### config.mk
export PLATFORM = sky130hd
export DESIGN_NAME = jtag_ir_dr_chain_flat
export DESIGN_NICKNAME = d
export VERILOG_FILES = /design/src/rtl/jtag_pkg.sv /design/src/rtl/jtag_ir_dr_chain_if.sv /design/src/rtl/jtag_shift_reg.sv /design/src/rtl/jtag_ir_dr_chain.sv /design/src/flat_wrapper.sv
export SDC_FILE = /design/constraint.sdc
export NUM_CORES = 1
export LEC_CHECK = 0
export BUFFER_PORTS_ARGS = -buffer_cell sky130_fd_sc_hd__buf_2
export CAP_MARGIN = 20
export CORE_MARGIN = 2
export CORE_UTILIZATION = 30
export CTS_CLUSTER_DIAMETER = 200
export DETAILED_ROUTE_END_ITERATION = 16
export GPL_ROUTABILITY_DRIVEN = 0
export HOLD_SLACK_MARGIN = 0.06
export PLACE_DENSITY = 0.45
export SKIP_CTS_REPAIR_TIMING = 1
export SLEW_MARGIN = 10
export SYNTH_ARGS = -nofsm -noshare
export SYNTH_HDL_FRONTEND = slang
export SYNTH_SLANG_ARGS = --single-unit
export TNS_END_PERCENT = 1
### constraint.sdc
create_clock -name CLK -period 4.65 [get_ports CLK]
set_input_delay 0.465 -clock CLK [delete_from_list [all_inputs] [get_ports CLK]]
set_output_delay 0.465 -clock CLK [all_outputs]
set_load 0.02 [all_outputs]
### src/rtl/jtag_pkg.sv
// Shared JTAG definitions: TAP state encoding, default opcodes and the IR
// capture pattern used by the IR/DR chain.
package jtag_pkg;

   localparam int unsigned TAP_STATE_W = 4;

   // TAP controller state encoding as presented by the controller
   localparam logic [TAP_STATE_W-1:0] TLR    = 4'd0;
   localparam logic [TAP_STATE_W-1:0] RTI    = 4'd1;
   localparam logic [TAP_STATE_W-1:0] SEL_DR = 4'd2;
   localparam logic [TAP_STATE_W-1:0] CAP_DR = 4'd3;
   localparam logic [TAP_STATE_W-1:0] SH_DR  = 4'd4;
   localparam logic [TAP_STATE_W-1:0] EX1_DR = 4'd5;
   localparam logic [TAP_STATE_W-1:0] PAU_DR = 4'd6;
   localparam logic [TAP_STATE_W-1:0] EX2_DR = 4'd7;
   localparam logic [TAP_STATE_W-1:0] UPD_DR = 4'd8;
   localparam logic [TAP_STATE_W-1:0] SEL_IR = 4'd9;
   localparam logic [TAP_STATE_W-1:0] CAP_IR = 4'd10;
   localparam logic [TAP_STATE_W-1:0] SH_IR  = 4'd11;
   localparam logic [TAP_STATE_W-1:0] EX1_IR = 4'd12;
   localparam logic [TAP_STATE_W-1:0] PAU_IR = 4'd13;
   localparam logic [TAP_STATE_W-1:0] EX2_IR = 4'd14;
   localparam logic [TAP_STATE_W-1:0] UPD_IR = 4'd15;

   // Default opcodes for a 4-bit IR; BYPASS is all ones
   localparam logic [3:0] DEF_INSTR_IDCODE = 4'h1;
   localparam logic [3:0] DEF_INSTR_USER   = 4'h2;
   localparam logic [3:0] DEF_INSTR_BYPASS = 4'hF;

   // Value loaded into the IR shift register LSBs at CAPTURE_IR
   localparam logic [1:0] IR_CAPTURE = 2'b01;

   // Default IDCODE capture value
   localparam logic [31:0] DEF_IDCODE_VAL = 32'h4BA0_0477;

endpackage

### src/rtl/jtag_ir_dr_chain_if.sv
// Bundle between the TAP controller / debug logic and the IR/DR chain.
//   state, tdi, user_capture_data : driven by the controller side (master)
//   tdo, tdo_en, ir, user_sel,
//   user_update_data, user_update : driven by the chain (slave)
interface jtag_ir_dr_chain_if #(
   parameter int unsigned IR_W   = 4,
   parameter int unsigned USER_W = 8
);
   logic [3:0]        state;
   logic              tdi;
   logic              tdo;
   logic              tdo_en;
   logic [IR_W-1:0]   ir;
   logic              user_sel;
   logic [USER_W-1:0] user_capture_data;
   logic [USER_W-1:0] user_update_data;
   logic              user_update;

   modport master (
      output state, tdi, user_capture_data,
      input  tdo, tdo_en, ir, user_sel, user_update_data, user_update
   );

   modport slave (
      input  state, tdi, user_capture_data,
      output tdo, tdo_en, ir, user_sel, user_update_data, user_update
   );
endinterface

### src/rtl/jtag_shift_reg.sv
// Generic JTAG shift register: synchronous clear, parallel capture and
// right shift with serial input at the MSB. Serial output is q[0].
//   CLK, RESET : clock, async active-high reset
//   clr        : synchronous clear (Test-Logic-Reset)
//   cap        : load ld_val
//   shift      : shift right, si enters at MSB
//   q          : register contents
module jtag_shift_reg #(
   parameter int unsigned W = 8
) (
   input  logic         CLK,
   input  logic         RESET,
   input  logic         clr,
   input  logic         cap,
   input  logic         shift,
   input  logic [W-1:0] ld_val,
   input  logic         si,
   output logic [W-1:0] q
);

   logic [W-1:0] sh_nxt;

   // Shifted value; written this way so W == 1 needs no special case
   always_comb begin
      sh_nxt        = q >> 1;
      sh_nxt[W-1]   = si;
   end

   // Priority: clear, capture, shift, otherwise hold
   always_ff @(posedge CLK or posedge RESET) begin
      if (RESET) begin
         q <= '0;
      end else if (clr) begin
         q <= '0;
      end else if (cap) begin
         q <= ld_val;
      end else if (shift) begin
         q <= sh_nxt;
      end
   end

endmodule

### src/rtl/jtag_ir_dr_chain.sv
// JTAG instruction register and data registers (BYPASS, IDCODE, USER)
// driven by the TAP state from the controller, in the TCK domain.
//   CLK   : TCK
//   RESET : async active-high reset
//   bus   : slave side of jtag_ir_dr_chain_if (state/tdi/user_capture_data
//           in; tdo/tdo_en/ir/user_sel/user_update_data/user_update out)
// tdo, tdo_en and user_sel are combinational; everything else is registered.
module jtag_ir_dr_chain
   import jtag_pkg::*;
#(
   parameter int unsigned     IR_W         = 4,
   parameter logic [31:0]     IDCODE_VAL   = DEF_IDCODE_VAL,
   parameter int unsigned     USER_W       = 8,
   parameter logic [IR_W-1:0] INSTR_IDCODE = IR_W'(DEF_INSTR_IDCODE),
   parameter logic [IR_W-1:0] INSTR_USER   = IR_W'(DEF_INSTR_USER)
) (
   input logic               CLK,
   input logic               RESET,
   jtag_ir_dr_chain_if.slave bus
);

   localparam int unsigned IDCODE_W = 32;

   // TAP state decodes
   logic st_tlr;
   logic st_cap_ir;
   logic st_sh_ir;
   logic st_upd_ir;
   logic st_cap_dr;
   logic st_sh_dr;
   logic st_upd_dr;

   assign st_tlr    = (bus.state == TLR);
   assign st_cap_ir = (bus.state == CAP_IR);
   assign st_sh_ir  = (bus.state == SH_IR);
   assign st_upd_ir = (bus.state == UPD_IR);
   assign st_cap_dr = (bus.state == CAP_DR);
   assign st_sh_dr  = (bus.state == SH_DR);
   assign st_upd_dr = (bus.state == UPD_DR);

   logic [IR_W-1:0]     ir_q;
   logic [IR_W-1:0]     ir_sr;
   logic [IDCODE_W-1:0] id_sr;
   logic [USER_W-1:0]   user_sr;
   logic                byp_q;
   logic [USER_W-1:0]   user_upd_q;
   logic                user_upd_pls_q;

   // Instruction decode; any opcode other than IDCODE/USER selects BYPASS
   logic sel_idcode;
   logic sel_user;
   logic sel_bypass;

   assign sel_idcode = (ir_q == INSTR_IDCODE);
   assign sel_user   = (ir_q == INSTR_USER);
   assign sel_bypass = !sel_idcode && !sel_user;

   // Instruction shift register, captures ...01 at CAPTURE_IR
   jtag_shift_reg #(.W(IR_W)) u_ir_sr (
      .CLK    (CLK),
      .RESET  (RESET),
      .clr    (st_tlr),
      .cap    (st_cap_ir),
      .shift  (st_sh_ir),
      .ld_val (IR_W'(IR_CAPTURE)),
      .si     (bus.tdi),
      .q      (ir_sr)
   );

   // IDCODE data register
   jtag_shift_reg #(.W(IDCODE_W)) u_id_sr (
      .CLK    (CLK),
      .RESET  (RESET),
      .clr    (st_tlr),
      .cap    (st_cap_dr && sel_idcode),
      .shift  (st_sh_dr && sel_idcode),
      .ld_val (IDCODE_VAL),
      .si     (bus.tdi),
      .q      (id_sr)
   );

   // USER data register
   jtag_shift_reg #(.W(USER_W)) u_user_sr (
      .CLK    (CLK),
      .RESET  (RESET),
      .clr    (st_tlr),
      .cap    (st_cap_dr && sel_user),
      .shift  (st_sh_dr && sel_user),
      .ld_val (bus.user_capture_data),
      .si     (bus.tdi),
      .q      (user_sr)
   );

   // BYPASS register: single flop, captures 0
   always_ff @(posedge CLK or posedge RESET) begin
      if (RESET) begin
         byp_q <= 1'b0;
      end else if (st_tlr) begin
         byp_q <= 1'b0;
      end else if (st_cap_dr && sel_bypass) begin
         byp_q <= 1'b0;
      end else if (st_sh_dr && sel_bypass) begin
         byp_q <= bus.tdi;
      end
   end

   // Latched instruction; only UPDATE_IR changes it, so DR scans see a stable ir
   always_ff @(posedge CLK or posedge RESET) begin
      if (RESET) begin
         ir_q <= INSTR_IDCODE;
      end else if (st_tlr) begin
         ir_q <= INSTR_IDCODE;
      end else if (st_upd_ir) begin
         ir_q <= ir_sr;
      end
   end

   // USER update latch and one-cycle strobe
   always_ff @(posedge CLK or posedge RESET) begin
      if (RESET) begin
         user_upd_q     <= '0;
         user_upd_pls_q <= 1'b0;
      end else begin
         user_upd_pls_q <= 1'b0;
         if (st_tlr) begin
            user_upd_q <= '0;
         end else if (st_upd_dr && sel_user) begin
            user_upd_q     <= user_sr;
            user_upd_pls_q <= 1'b1;
         end
      end
   end

   // Serial output mux: LSB of whichever register is currently shifting
   logic tdo_c;

   always_comb begin
      tdo_c = 1'b0;
      if (st_sh_ir) begin
         tdo_c = ir_sr[0];
      end else if (st_sh_dr) begin
         if (sel_idcode) begin
            tdo_c = id_sr[0];
         end else if (sel_user) begin
            tdo_c = user_sr[0];
         end else begin
            tdo_c = byp_q;
         end
      end
   end

   assign bus.tdo              = tdo_c;
   assign bus.tdo_en           = st_sh_ir || st_sh_dr;
   assign bus.ir               = ir_q;
   assign bus.user_sel         = sel_user;
   assign bus.user_update_data = user_upd_q;
   assign bus.user_update      = user_upd_pls_q;

endmodule

### src/flat_wrapper.sv
// flat-port wrapper written by rule: the top's interface ports become plain ports
module jtag_ir_dr_chain_flat import jtag_pkg::*;
#(
   parameter int unsigned     IR_W         = 4,
   parameter logic [31:0]     IDCODE_VAL   = DEF_IDCODE_VAL,
   parameter int unsigned     USER_W       = 8,
   parameter logic [IR_W-1:0] INSTR_IDCODE = IR_W'(DEF_INSTR_IDCODE),
   parameter logic [IR_W-1:0] INSTR_USER   = IR_W'(DEF_INSTR_USER)
)
  (CLK, RESET, bus_state, bus_tdi, bus_user_capture_data, bus_tdo, bus_tdo_en, bus_ir, bus_user_sel, bus_user_update_data, bus_user_update);
  jtag_ir_dr_chain_if #(.IR_W(IR_W), .USER_W(USER_W)) bus_i ();
  input logic CLK;
  input logic RESET;
  input wire logic [$bits(bus_i.state)-1:0] bus_state;
  input wire logic [$bits(bus_i.tdi)-1:0] bus_tdi;
  input wire logic [$bits(bus_i.user_capture_data)-1:0] bus_user_capture_data;
  output wire logic [$bits(bus_i.tdo)-1:0] bus_tdo;
  output wire logic [$bits(bus_i.tdo_en)-1:0] bus_tdo_en;
  output wire logic [$bits(bus_i.ir)-1:0] bus_ir;
  output wire logic [$bits(bus_i.user_sel)-1:0] bus_user_sel;
  output wire logic [$bits(bus_i.user_update_data)-1:0] bus_user_update_data;
  output wire logic [$bits(bus_i.user_update)-1:0] bus_user_update;
  assign bus_i.state = bus_state;
  assign bus_i.tdi = bus_tdi;
  assign bus_i.user_capture_data = bus_user_capture_data;
  assign bus_tdo = bus_i.tdo;
  assign bus_tdo_en = bus_i.tdo_en;
  assign bus_ir = bus_i.ir;
  assign bus_user_sel = bus_i.user_sel;
  assign bus_user_update_data = bus_i.user_update_data;
  assign bus_user_update = bus_i.user_update;
  jtag_ir_dr_chain #(.IR_W(IR_W), .IDCODE_VAL(IDCODE_VAL), .USER_W(USER_W), .INSTR_IDCODE(INSTR_IDCODE), .INSTR_USER(INSTR_USER)) u_core (.CLK(CLK), .RESET(RESET), .bus(bus_i));
endmodule
==> impl_results.rst, run 1 <==
.. list-table::
   :header-rows: 1

   * - Metric
     - Value
   * - Final period demand of the worst path
     - 2.643 ns
   * - Reg-to-reg critical path startpoint
     - u_core.bus.ir[0]
   * - Full die area
     - 9380 sq um
   * - Startpoint of the worst setup timing path
     - u_core.bus.ir[0]
   * - Antenna violations before repair
     - 0
   * - Die X-Extent
     - 96.85 um
   * - Number of global-route vias before repair
     - 1850
   * - Num CTS Buffers
     - 9
   * - Synthesized cell area
     - roughly 2600 sq um
   * - Largest net degree at the start of global routing
     - 59
   * - Post-synth EDFFs
     - 0
   * - Port bufs
     - 30
   * - Synthesized flop and latch total
     - a little under 60
   * - Setup clock skew after layout
     - 0.007237 ns
   * - DP Area
     - 2758 sq um
   * - Overall routing resource usage
     - 12.73%
   * - Maximum buffer depth of the clock tree
     - 2
   * - Top cells by area, synth
     - sky130_fd_sc_hd__dfrtp_1 (55%), sky130_fd_sc_hd__mux2i_1 (7.4%), sky130_fd_sc_hd__a22o_1 (6.8%)
   * - Hold Crit Class
     - in -> async
   * - Area delta synth->final
     - 15.05%
   * - Y dimension of the die
     - 96.85 um
   * - Worst R2R End
     - u_core.u_id_sr.q[16]
   * - Critical Setup Path Class
     - reg -> out
   * - Number of clock sinks seen by CTS
     - 58
   * - Outcome
     - completed
   * - Post-DP HPWL
     - 3334 um
   * - CTS root buffer
     - sky130_fd_sc_hd__clkbuf_8
   * - Post-synth top flop
     - sky130_fd_sc_hd__dfrtp_1
   * - Area share of the largest cell type after synthesis
     - 55.15%
   * - Clock transition at the registers of the reported paths
     - roughly 0.07 ns
   * - Number of max-cap violations
     - 0
   * - Final critical-path share of the clock period
     - 56.85%
   * - Top cell types by occurrence after synthesis
     - sky130_fd_sc_hd__dfrtp_1 (57), sky130_fd_sc_hd__nand2_1 (30), sky130_fd_sc_hd__a22o_1 (20)
   * - Floorplan row count
     - 33
   * - Synthesized area divided by synthesized cell count
     - 11.76 sq um
   * - Hold Fails Final Rpt
     - 0
   * - Final Setup Violations
     - 0
   * - Post-synthesis cell count
     - 220
   * - Drt drc
     - 0
   * - Most instantiated library cell after synthesis
     - sky130_fd_sc_hd__dfrtp_1
   * - DR WL/cell
     - 15.35 um
   * - Layout cell share with drive strength beyond 1
     - 22.40%
   * - Highest achievable clock rate
     - 0.3783 GHz
   * - CTS tree
     - yes
   * - Net count after synthesis
     - 235
   * - Routed Wire Length
     - 5449 um
   * - Power per unit of standard cell area
     - 414.8 nW/um^2
   * - Sequential element share of the synthesized area
     - 56.17%
   * - Unrepaired setup endpoints after global routing
     - false
   * - DRT antenna net count
     - 0
   * - Cell taking the most area after synthesis
     - sky130_fd_sc_hd__dfrtp_1
   * - Design Power
     - 1.234 mW
   * - Share of synthesized flip-flops with an asynchronous set or reset
     - 100.0%
   * - Vias per Instance
     - around 5.0
   * - Number of H-tree levels
     - 3
   * - VDD IR max
     - 0.1384 mV
   * - Remaining max-slew budget at the tightest pin
     - 44.40%
   * - Leakage component of the power
     - 1.419 nW
   * - Crit-path max FO
     - 7
   * - Data arrival time of the critical path
     - 2.18 ns
   * - R2r worst-path depth
     - 4
   * - Kind of start point of the critical path
     - flop
   * - Cell variety after synth
     - 39
   * - Antenna Cells
     - 0
   * - Total Nets Final
     - between 200 and 300
   * - Iteration-0 DRC count of the detailed router
     - 107
   * - Detailed Routing Iterations Pass 1
     - 4
   * - Final cell area excluding filler cells
     - approximately 3000 sq um
   * - Clock latency reported for the late side of the worst-skew pair
     - 0.34 ns
   * - Setup_tns
     - 0 ns
   * - Max-slew violation count
     - 0
   * - Overall via count from detail_route
     - between 1.5k and 2k
   * - Grt total ovfl
     - 0
   * - Endpoint type of the worst setup path
     - output port
   * - Global-route wire length before repair
     - 9549 um
   * - Required time reported for the critical path endpoint
     - 4.18 ns
   * - Yosys warns
     - 0
   * - Number of I/O pins
     - 31
   * - Area of the core region
     - slightly above 8000 sq um
   * - CP endpoint
     - bus_tdo
   * - Worst-Margin Slew
     - ~0.83 ns
   * - Reg2reg setup slack
     - 2.27 ns
   * - Starting utilization of the core area
     - between 30% and 40%
==> worst min path at each step <==
stage	start	endpoint	cells after the start
finish	RESET	u_core.u_id_sr.q[19]	3
detailed placement	u_core.u_id_sr.q[3]	u_core.u_id_sr.q[3]	1
CTS	RESET	u_core.u_user_sr.q[2]	3
global placement	u_core.u_id_sr.q[28]	u_core.u_id_sr.q[28]	1
global route	RESET	u_core.u_id_sr.q[19]	3
floorplan	u_core.u_id_sr.q[17]	u_core.u_id_sr.q[16]	2
==> layout make-up <==
class / count / area [sq um]
Inverter: 6 / 22.52
Fill cell: 835 / 5324
Tap cell: 105 / 131.4
Timing Repair Buffer: 31 / 157.7
Multi-Input combinational cell: 139 / 993.5
Clock inverter: 7 / 93.84
Clock buffer: 9 / 123.9
Sequential cell: 58 / 1453
==> sequential cells by signal, indices dropped and copies added, names as in the netlist <==
register / cells
u_core.bus.ir: 4
u_core.bus.user_update: 1
u_core.bus.user_update_data: 8
u_core.byp_q: 1
u_core.u_id_sr.q: 32
u_core.u_ir_sr.q: 4
u_core.u_user_sr.q: 8
==> report_power, final <==
part | switching [mW] | internal [mW]
logic | 0.0647 | 0.0593
registers | 0.0363 | 0.559
clock network | 0.214 | 0.300
==> per-layer routing <==
metal | vias to the layer above | track usage [%] | routed length (um)
met4 | 0 | 5.200 | 85
met2 | 36 | 18.16 | 2410
li1 | 853 | - | -
met1 | 889 | 17.67 | 2701
met5 | - | 0 | 0
met3 | 10 | 4.335 | 252
==> per-stage QoR <==
step / hold slack (ns) / worst slack [ns] / utilization, % / std cells
global placement: 0.4838 / 2.252 / 33.23 / 339
floorplan: 0.4507 / 2.491 / - / 220
CTS: 0.3501 / 1.983 / 35.85 / 355
detailed placement: 0.4827 / 2.220 / 33.23 / 339
global route: 0.3933 / 1.884 / 35.85 / 355
finish: 0.3105 / 2.007 / 35.85 / 355
==> placed cells by master (no fill, tap or decap), drive strengths merged <==
cell      instances
and3              2
nor3b             1
or4b              3
a21oi             5
o21ai            11
o21bai            3
dfrtp            57
o21a              1
clkinvlp          2
and3b             1
o22ai             4
dfstp             1
a221o            13
nor4              1
nand2b            1
nor2             12
buf              31
nor2b             1
nor4b             1
nand3b            1
inv               6
bufinv            2
a31oi             1
clkbuf            9
or3               1
nand4             3
mux2i            19
o32ai             1
nand2            30
a22o             20
nor3              2
o221ai            1
clkinv            3
==> cells by family after synthesis <==
family                 after synthesis  synth area share, %
AND/OR/NAND/NOR                     60                12.82
buffers and inverters               23                5.418
flip-flops                          58                56.17
AO/OA/AOI/OAI                       60                18.24
multiplexers                        19                7.354
==> worst max-delay path, cell delays in order (launching register included) <==
cell	delay [ns]
sky130_fd_sc_hd__dfstp_2	0.56
sky130_fd_sc_hd__or4b_1	0.64
sky130_fd_sc_hd__o21ai_0	0.22
sky130_fd_sc_hd__a31oi_1	0.07
sky130_fd_sc_hd__o21bai_1	0.19
sky130_fd_sc_hd__buf_2	0.16
No activity file was read; power rests on OpenSTA's default activity.
==> run 2, diff against run 1 <==
==> constraint.sdc (replaced) <==
create_clock -name CLK -period 2.5 [get_ports CLK]
set_input_delay 0.25 -clock CLK [delete_from_list [all_inputs] [get_ports CLK]]
set_output_delay 0.25 -clock CLK [all_outputs]
set_load 0.02 [all_outputs]
==> run 2 against run 1 <==
Effect of this change: final area is 3.8% higher; count of clock-buffer cells in the layout is 2 higher; cell count is 1.7% higher; non-clock buffer count is 6 higher; sequential power is 86% higher; clock skew hardly changed; routed wire length is 0.26% lower; critical endpoint unchanged; largest power group is now the clock network.
==> impl_results.rst, run 2 (synthesis results as in run 1) <==
.. list-table::
   :header-rows: 1

   * - Metric
     - Value
   * - DR WL/cell
     - 15.06 um (-1.9%)
   * - Final Setup Violations
     - 0 (unchanged)
   * - Detailed Routing Iterations Pass 1
     - 4 (unchanged)
   * - Number of H-tree levels
     - 3 (unchanged)
   * - Hold depth
     - 3
   * - Area of the core region
     - 8299 sq um (unchanged)
   * - Largest net degree at the start of global routing
     - 31 (-47%)
   * - Leakage component of the power
     - 1.482 nW (+4.4%)
   * - Y dimension of the die
     - 96.85 um (unchanged)
   * - Iteration-0 DRC count of the detailed router
     - 69 (-36%)
   * - Remaining max-slew budget at the tightest pin
     - 56.09% (+12 points)
   * - GR met3 Demand/Resource
     - 4.046% (-0.29 points)
   * - Placement Setup Slack
     - 0.4404 ns (-1.779 ns)
   * - Number of max-cap violations
     - 0 (unchanged)
   * - CTS root buffer
     - sky130_fd_sc_hd__clkbuf_8
   * - Area delta synth->final
     - 19.40%
   * - Full die area
     - 9380 sq um (unchanged)
   * - R2r worst-path depth
     - 3 (-1)
   * - Number of I/O pins
     - 31 (unchanged)
   * - Routed Wire Length
     - 5435 um (-0.26%)
   * - Post-DP HPWL
     - 3546 um (+6.4%)
   * - Worst-Margin Slew
     - 0.6577 ns (-0.1701 ns)
   * - Global Route met1 Usage
     - 17.75% (+0.076 points)
   * - Data arrival time of the critical path
     - 2.08 ns (-0.10 ns)
   * - Most common library cell in the layout ignoring fill and taps
     - sky130_fd_sc_hd__dfrtp_1
   * - DRT antenna net count
     - 0 (unchanged)
   * - Layout cell share with drive strength beyond 1
     - 23.83% (+1.4 points)
   * - Crit-path max FO
     - 5 (-2)
   * - Max-slew violation count
     - 0 (unchanged)
   * - Met2 track demand over resource in global routing
     - 18.43% (+0.27 points)
   * - Port bufs
     - 30 (unchanged)
   * - Grt total ovfl
     - 0 (unchanged)
   * - Reg2reg setup slack
     - 0.57 ns (-1.70 ns)
   * - Unrepaired setup endpoints after global routing
     - false
   * - Floorplan row count
     - 33 (unchanged)
   * - Flip-flop and latch area
     - 1453 sq um (unchanged)
   * - Hold Crit Class
     - in -> reg
   * - Worst R2R End
     - u_core.u_id_sr.q[0]
   * - Number of global-route vias before repair
     - 1850 (unchanged)
   * - Outcome
     - completed
   * - Power per unit of standard cell area
     - 813.9 nW/um^2 (+96%)
   * - Final period demand of the worst path
     - 2.326 ns
   * - Clock latency reported for the late side of the worst-skew pair
     - 0.33 ns (about the same)
   * - Highest achievable clock rate
     - roughly 0.43 GHz
   * - Overall via count from detail_route
     - 1805 (+0.95%)
   * - GRT Max-Usage Layer
     - met2
   * - Setup slack after layout
     - 0.1738 ns (-1.833 ns)
   * - Setup_tns
     - 0 ns (unchanged)
   * - Beginning of the worst hold path
     - bus_user_capture_data[1]
   * - Number of clock sinks seen by CTS
     - 58 (unchanged)
   * - Die X-Extent
     - 96.85 um (unchanged)
   * - Setup clock skew after layout
     - 0.006846 ns (-0.0003906 ns)
   * - VDD IR max
     - 0.4002 mV (+190%)
   * - Hold_ws
     - 0.2207 ns (-0.08976 ns)
   * - Clock transition at the registers of the reported paths
     - 0.07 ns (about the same)
   * - Kind of start point of the critical path
     - flop
   * - Most used cells in the layout excluding fill and tap cells
     - sky130_fd_sc_hd__dfrtp_1 (57), sky130_fd_sc_hd__nand2_1 (30), sky130_fd_sc_hd__buf_2 (30)
   * - Antenna violations before repair
     - 0 (unchanged)
   * - Number of flip-flops in the largest register
     - 32 (unchanged)
   * - Reg-to-reg critical path startpoint
     - u_core.bus.ir[0]
   * - FILL cells
     - 825 (-1.2%)
   * - Vias per Instance
     - 5.000 (-0.73%)
   * - Drt drc
     - 0 (unchanged)
   * - Overall routing resource usage
     - 12.68% (-0.050 points)
   * - Num CTS Buffers
     - 9 (unchanged)
   * - Starting utilization of the core area
     - 31.16% (unchanged)
   * - Register with the most flip-flops
     - u_core.u_id_sr.q
   * - Global-route wire length before repair
     - 9611 um (+0.65%)
   * - End point of the worst hold path
     - u_core.u_user_sr.q[1]
   * - Critical Setup Path Class
     - reg -> out
   * - Total Nets Final
     - 266 (+2.3%)
   * - Endpoint type of the worst setup path
     - output port
   * - Area occupied by multi-input gates
     - 997.2 sq um (+0.38%)
   * - CTS tree
     - yes
   * - Hold Fails Final Rpt
     - 0 (unchanged)
   * - Final critical-path share of the clock period
     - 93.05%
   * - Required time reported for the critical path endpoint
     - 2.25 ns (-1.93 ns)
   * - Maximum buffer depth of the clock tree
     - 2 (unchanged)
   * - Antenna Cells
     - 0 (unchanged)
-- run 2: cell types whose count changed in the layout (fill, tap and decap cells not counted), sizes merged --
cell         previous run  this run
buf                    31        36
bufinv                  2         4
clkbuf                  9        11
clkinv                  3         1
clkinvlp                2         0
dlygate4sd3             0         1
-- run 2: critical path, stage by stage (launching register included) --
cell                       delay, ns
sky130_fd_sc_hd__dfrtp_1        0.42
sky130_fd_sc_hd__or4b_1         0.62
sky130_fd_sc_hd__inv_2          0.14
sky130_fd_sc_hd__nand2_1        0.06
sky130_fd_sc_hd__a31oi_1        0.20
sky130_fd_sc_hd__o21bai_1       0.13
sky130_fd_sc_hd__buf_2          0.18
-- run 2: how the worst max path moves through the flow --
| stage | end | from | slack, ns |
|---|---|---|---|
| finish | bus_tdo | u_core.bus.ir[2] | 0.17 |
| global route | bus_tdo | u_core.bus.ir[2] | 0.06 |
| CTS | bus_tdo | u_core.bus.ir[0] | 0.07 |
| detailed placement | u_core.u_id_sr.q[23] | u_core.bus.ir[0] | 0.44 |
| global placement | bus_tdo | u_core.bus.ir[0] | 0.46 |
| floorplan | u_core.u_id_sr.q[21] | u_core.bus.ir[0] | 0.56 |
-- run 2: layout make-up --
class,instances,share of cell area (%)
clock buffers,11,4.579
clock inverters,5,4.052
inverters,6,0.7293
multi-input cells,139,32.29
flip-flops and latches,58,47.04
well taps,105,4.254
repair buffers,37,7.050
-- run 2: per-stage QoR --
stage	total power, mW	utilization (%)	area, sq um	std cells
2_1_floorplan	1.302	-	2586	220
3_3_place_gp	1.367	33.83	2808	344
3_5_place_dp	1.365	33.83	2808	344
4_1_cts	2.549	37.04	3074	360
5_1_grt	2.639	37.21	3088	361
6_report	2.513	37.21	3088	361
-- run 2: metal layers --
metal	wire length (um)	share of wire, %
met1	2667	49
met2	2478	46
met3	231	4.3
met4	58	1.1
met5	0	0
-- run 2: power by group --
part           total, mW  internal (mW)  switching (mW)
combinational      0.240          0.118           0.122
clock               1.16          0.789           0.373
sequential          1.11           1.04          0.0697
==> run 3, diff against run 2 <==
--- a/config.mk
+++ b/config.mk
@@ -13,7 +13,6 @@
 export DETAILED_ROUTE_END_ITERATION = 16
 export GPL_ROUTABILITY_DRIVEN = 0
 export HOLD_SLACK_MARGIN = 0.06
-export PLACE_DENSITY = 0.45
 export SKIP_CTS_REPAIR_TIMING = 1
 export SLEW_MARGIN = 10
 export SYNTH_ARGS = -nofsm -noshare
==> run 3 against run 2 <==
Effect of this change: register-to-register slack got worse by 0.07 ns; largest cell class unchanged; first-iteration DRC count grew 35%; routed wire length is 6.2% lower; global-route usage fell by 0.84 points; clock power fell by 33%; flip-flop and latch count is the same; critical endpoint unchanged; maximum frequency decreased by 1.3%; utilization fell by 1.3 points; sequential share of layout area rose by 1.8 points; worst hold slack worse by 0.10 ns; cell count is 0.83% lower.
==> impl_results.rst, run 3 (synthesis results as in run 1) <==
.. list-table::
   :header-rows: 1

   * - Metric
     - Value
   * - Largest net degree at the start of global routing
     - 59 (+90%)
   * - Port bufs
     - 30 (unchanged)
   * - Num CTS Buffers
     - 9 (unchanged)
   * - Overall routing resource usage
     - 11.84% (-0.84 points)
   * - DRT antenna net count
     - 0 (unchanged)
   * - CTS root buffer
     - sky130_fd_sc_hd__clkbuf_8
   * - Flip-flop and latch area
     - 1453 sq um (unchanged)
   * - Clock latency reported for the late side of the worst-skew pair
     - 0.34 ns (about the same)
   * - Global-route wire length before repair
     - 8866 um (-7.8%)
   * - Full die area
     - 9380 sq um (unchanged)
   * - Post-DP HPWL
     - 3253 um (-8.3%)
   * - Number of I/O pins
     - 31 (unchanged)
   * - Drt drc
     - 0 (unchanged)
   * - Number of flip-flops in the largest register
     - 32 (unchanged)
   * - Antenna violations before repair
     - 0 (unchanged)
   * - Final Setup Violations
     - 0 (unchanged)
   * - Global Route met1 Usage
     - 16.05% (-1.7 points)
   * - Unrepaired setup endpoints after global routing
     - false
   * - Kind of start point of the critical path
     - flop
   * - Detailed Routing Iterations Pass 1
     - 4 (unchanged)
   * - Clock transition at the registers of the reported paths
     - 0.07 ns (about the same)
   * - Overall via count from detail_route
     - 1835 (+1.7%)
   * - VDD IR max
     - 0.2689 mV (-33%)
   * - Hold Fails Final Rpt
     - 0 (unchanged)
   * - Number of H-tree levels
     - 3 (unchanged)
   * - Iteration-0 DRC count of the detailed router
     - 93 (+35%)
   * - Required time reported for the critical path endpoint
     - 2.25 ns (about the same)
   * - Power per unit of standard cell area
     - 712.1 nW/um^2 (-13%)
   * - Area occupied by multi-input gates
     - 997.2 sq um (unchanged)
   * - Total Nets Final
     - 265 (-0.38%)
   * - Area delta synth->final
     - 15.09%
   * - Floorplan row count
     - 33 (unchanged)
   * - Antenna Cells
     - 0 (unchanged)
   * - Number of clock sinks seen by CTS
     - 58 (unchanged)
   * - Number of global-route vias before repair
     - 1799 (-2.8%)
   * - Leakage component of the power
     - 1.430 nW (-3.5%)
   * - Grt total ovfl
     - 0 (unchanged)
   * - Layout cell share with drive strength beyond 1
     - 23.72% (-0.11 points)
   * - Die X-Extent
     - 96.85 um (unchanged)
   * - Vias per Instance
     - 5.126 (+2.5%)
   * - Y dimension of the die
     - 96.85 um (unchanged)
   * - Register with the most flip-flops
     - u_core.u_id_sr.q
   * - GR met3 Demand/Resource
     - 3.324% (-0.72 points)
   * - Setup_tns
     - 0 ns (unchanged)
   * - Final period demand of the worst path
     - 2.356 ns (+0.03020 ns)
   * - Number of placed cells counting well taps
     - 344 (unchanged)
   * - Starting utilization of the core area
     - 31.16% (unchanged)
   * - Endpoint type of the worst setup path
     - output port
   * - GRT Max-Usage Layer
     - met2
   * - Critical Setup Path Class
     - reg -> out
   * - FILL cells
     - 809 (-1.9%)
   * - DR WL/cell
     - 14.24 um (-5.4%)
   * - Met2 track demand over resource in global routing
     - 17.20% (-1.2 points)
   * - Highest achievable clock rate
     - 0.4244 GHz (-1.3%)
   * - Most common library cell in the layout ignoring fill and taps
     - sky130_fd_sc_hd__dfrtp_1
   * - Crit-path max FO
     - 5 (unchanged)
   * - Area of the core region
     - 8299 sq um (unchanged)
   * - Maximum buffer depth of the clock tree
     - 2 (unchanged)
   * - Worst-Margin Slew
     - 0.7238 ns (+0.06604 ns)
   * - Data arrival time of the critical path
     - 2.11 ns (+0.03 ns)
   * - Number of cells in the finished layout apart from fillers
     - 358 (-0.83%)
   * - Most used cells in the layout excluding fill and tap cells
     - sky130_fd_sc_hd__dfrtp_1 (57), sky130_fd_sc_hd__nand2_1 (30), sky130_fd_sc_hd__buf_2 (30)
   * - Routed Wire Length
     - 5098 um (-6.2%)
   * - Max-slew violation count
     - 0 (unchanged)
   * - Setup clock skew after layout
     - 0.009412 ns (+0.002566 ns)
   * - Remaining max-slew budget at the tightest pin
     - 51.75% (-4.3 points)
   * - Outcome
     - completed
   * - Final critical-path share of the clock period
     - 94.26% (+1.2 points)
   * - Number of max-cap violations
     - 0 (unchanged)
   * - CTS tree
     - yes
   * - Hold Crit Class
     - in -> async
run 3: path summary, 6_finish.rpt:
path / start / endpoint / slack (ns) / depth (start not counted)
max reg2reg: u_core.bus.ir[2] / u_core.bus.user_update_data[6] / 0.50 / 6
max: u_core.bus.ir[2] / bus_tdo / 0.14 / 6
min: RESET / u_core.u_id_sr.q[26] / 0.12 / 3
max in group asynchronous: RESET / u_core.bus.user_update_data[0] / 1.90 / 3
min in group CLK: bus_user_capture_data[2] / u_core.u_user_sr.q[2] / 0.20 / 3
min reg2reg: u_core.u_id_sr.q[26] / u_core.u_id_sr.q[26] / 0.50 / 1
run 3: worst max-delay path: stages, from the launching register on:
cell and delay, ns:
sky130_fd_sc_hd__dfrtp_1 0.42, sky130_fd_sc_hd__or4b_1 0.63, sky130_fd_sc_hd__inv_2 0.15, sky130_fd_sc_hd__nand2_1 0.08, sky130_fd_sc_hd__a31oi_1 0.18, sky130_fd_sc_hd__o21bai_1 0.13, sky130_fd_sc_hd__buf_2 0.18
run 3: layout make-up:
cell class	count	area share [%]
inverter	6	0.7566
timing repair buffer	36	6.557
clock inverter	2	0.4203
tap	105	4.414
clock buffer	12	5.549
multi-input combinational	139	33.50
sequential	58	48.80
run 3: per-layer routing:
layer / up-vias / part of all wire (%)
met5: - / 0
met4: 0 / 2.4
met3: 10 / 4.5
met2: 51 / 45
met1: 905 / 48
li1: 869 / -
run 3: stage by stage:
step	power (mW)	hold slack [ns]	utilization, %	instance area [sq um]	setup slack [ns]
after floorplan	1.302	0.3897	-	2586	0.5555
after global placement	1.357	0.4830	33.68	2795	0.4902
after detailed placement	1.360	0.4870	33.68	2795	0.4632
after CTS	2.142	0.1429	35.82	2973	0.08614
after global routing	2.231	0.2023	35.87	2977	0.03185
final	2.120	0.1203	35.87	2977	0.1436
run 3: power by group:
part,leakage (nW),internal [mW],total [mW],switching [mW]
Clock,0.0903,0.427,0.774,0.346
Sequential,0.785,1.04,1.11,0.0685
Combinational,0.555,0.115,0.236,0.121
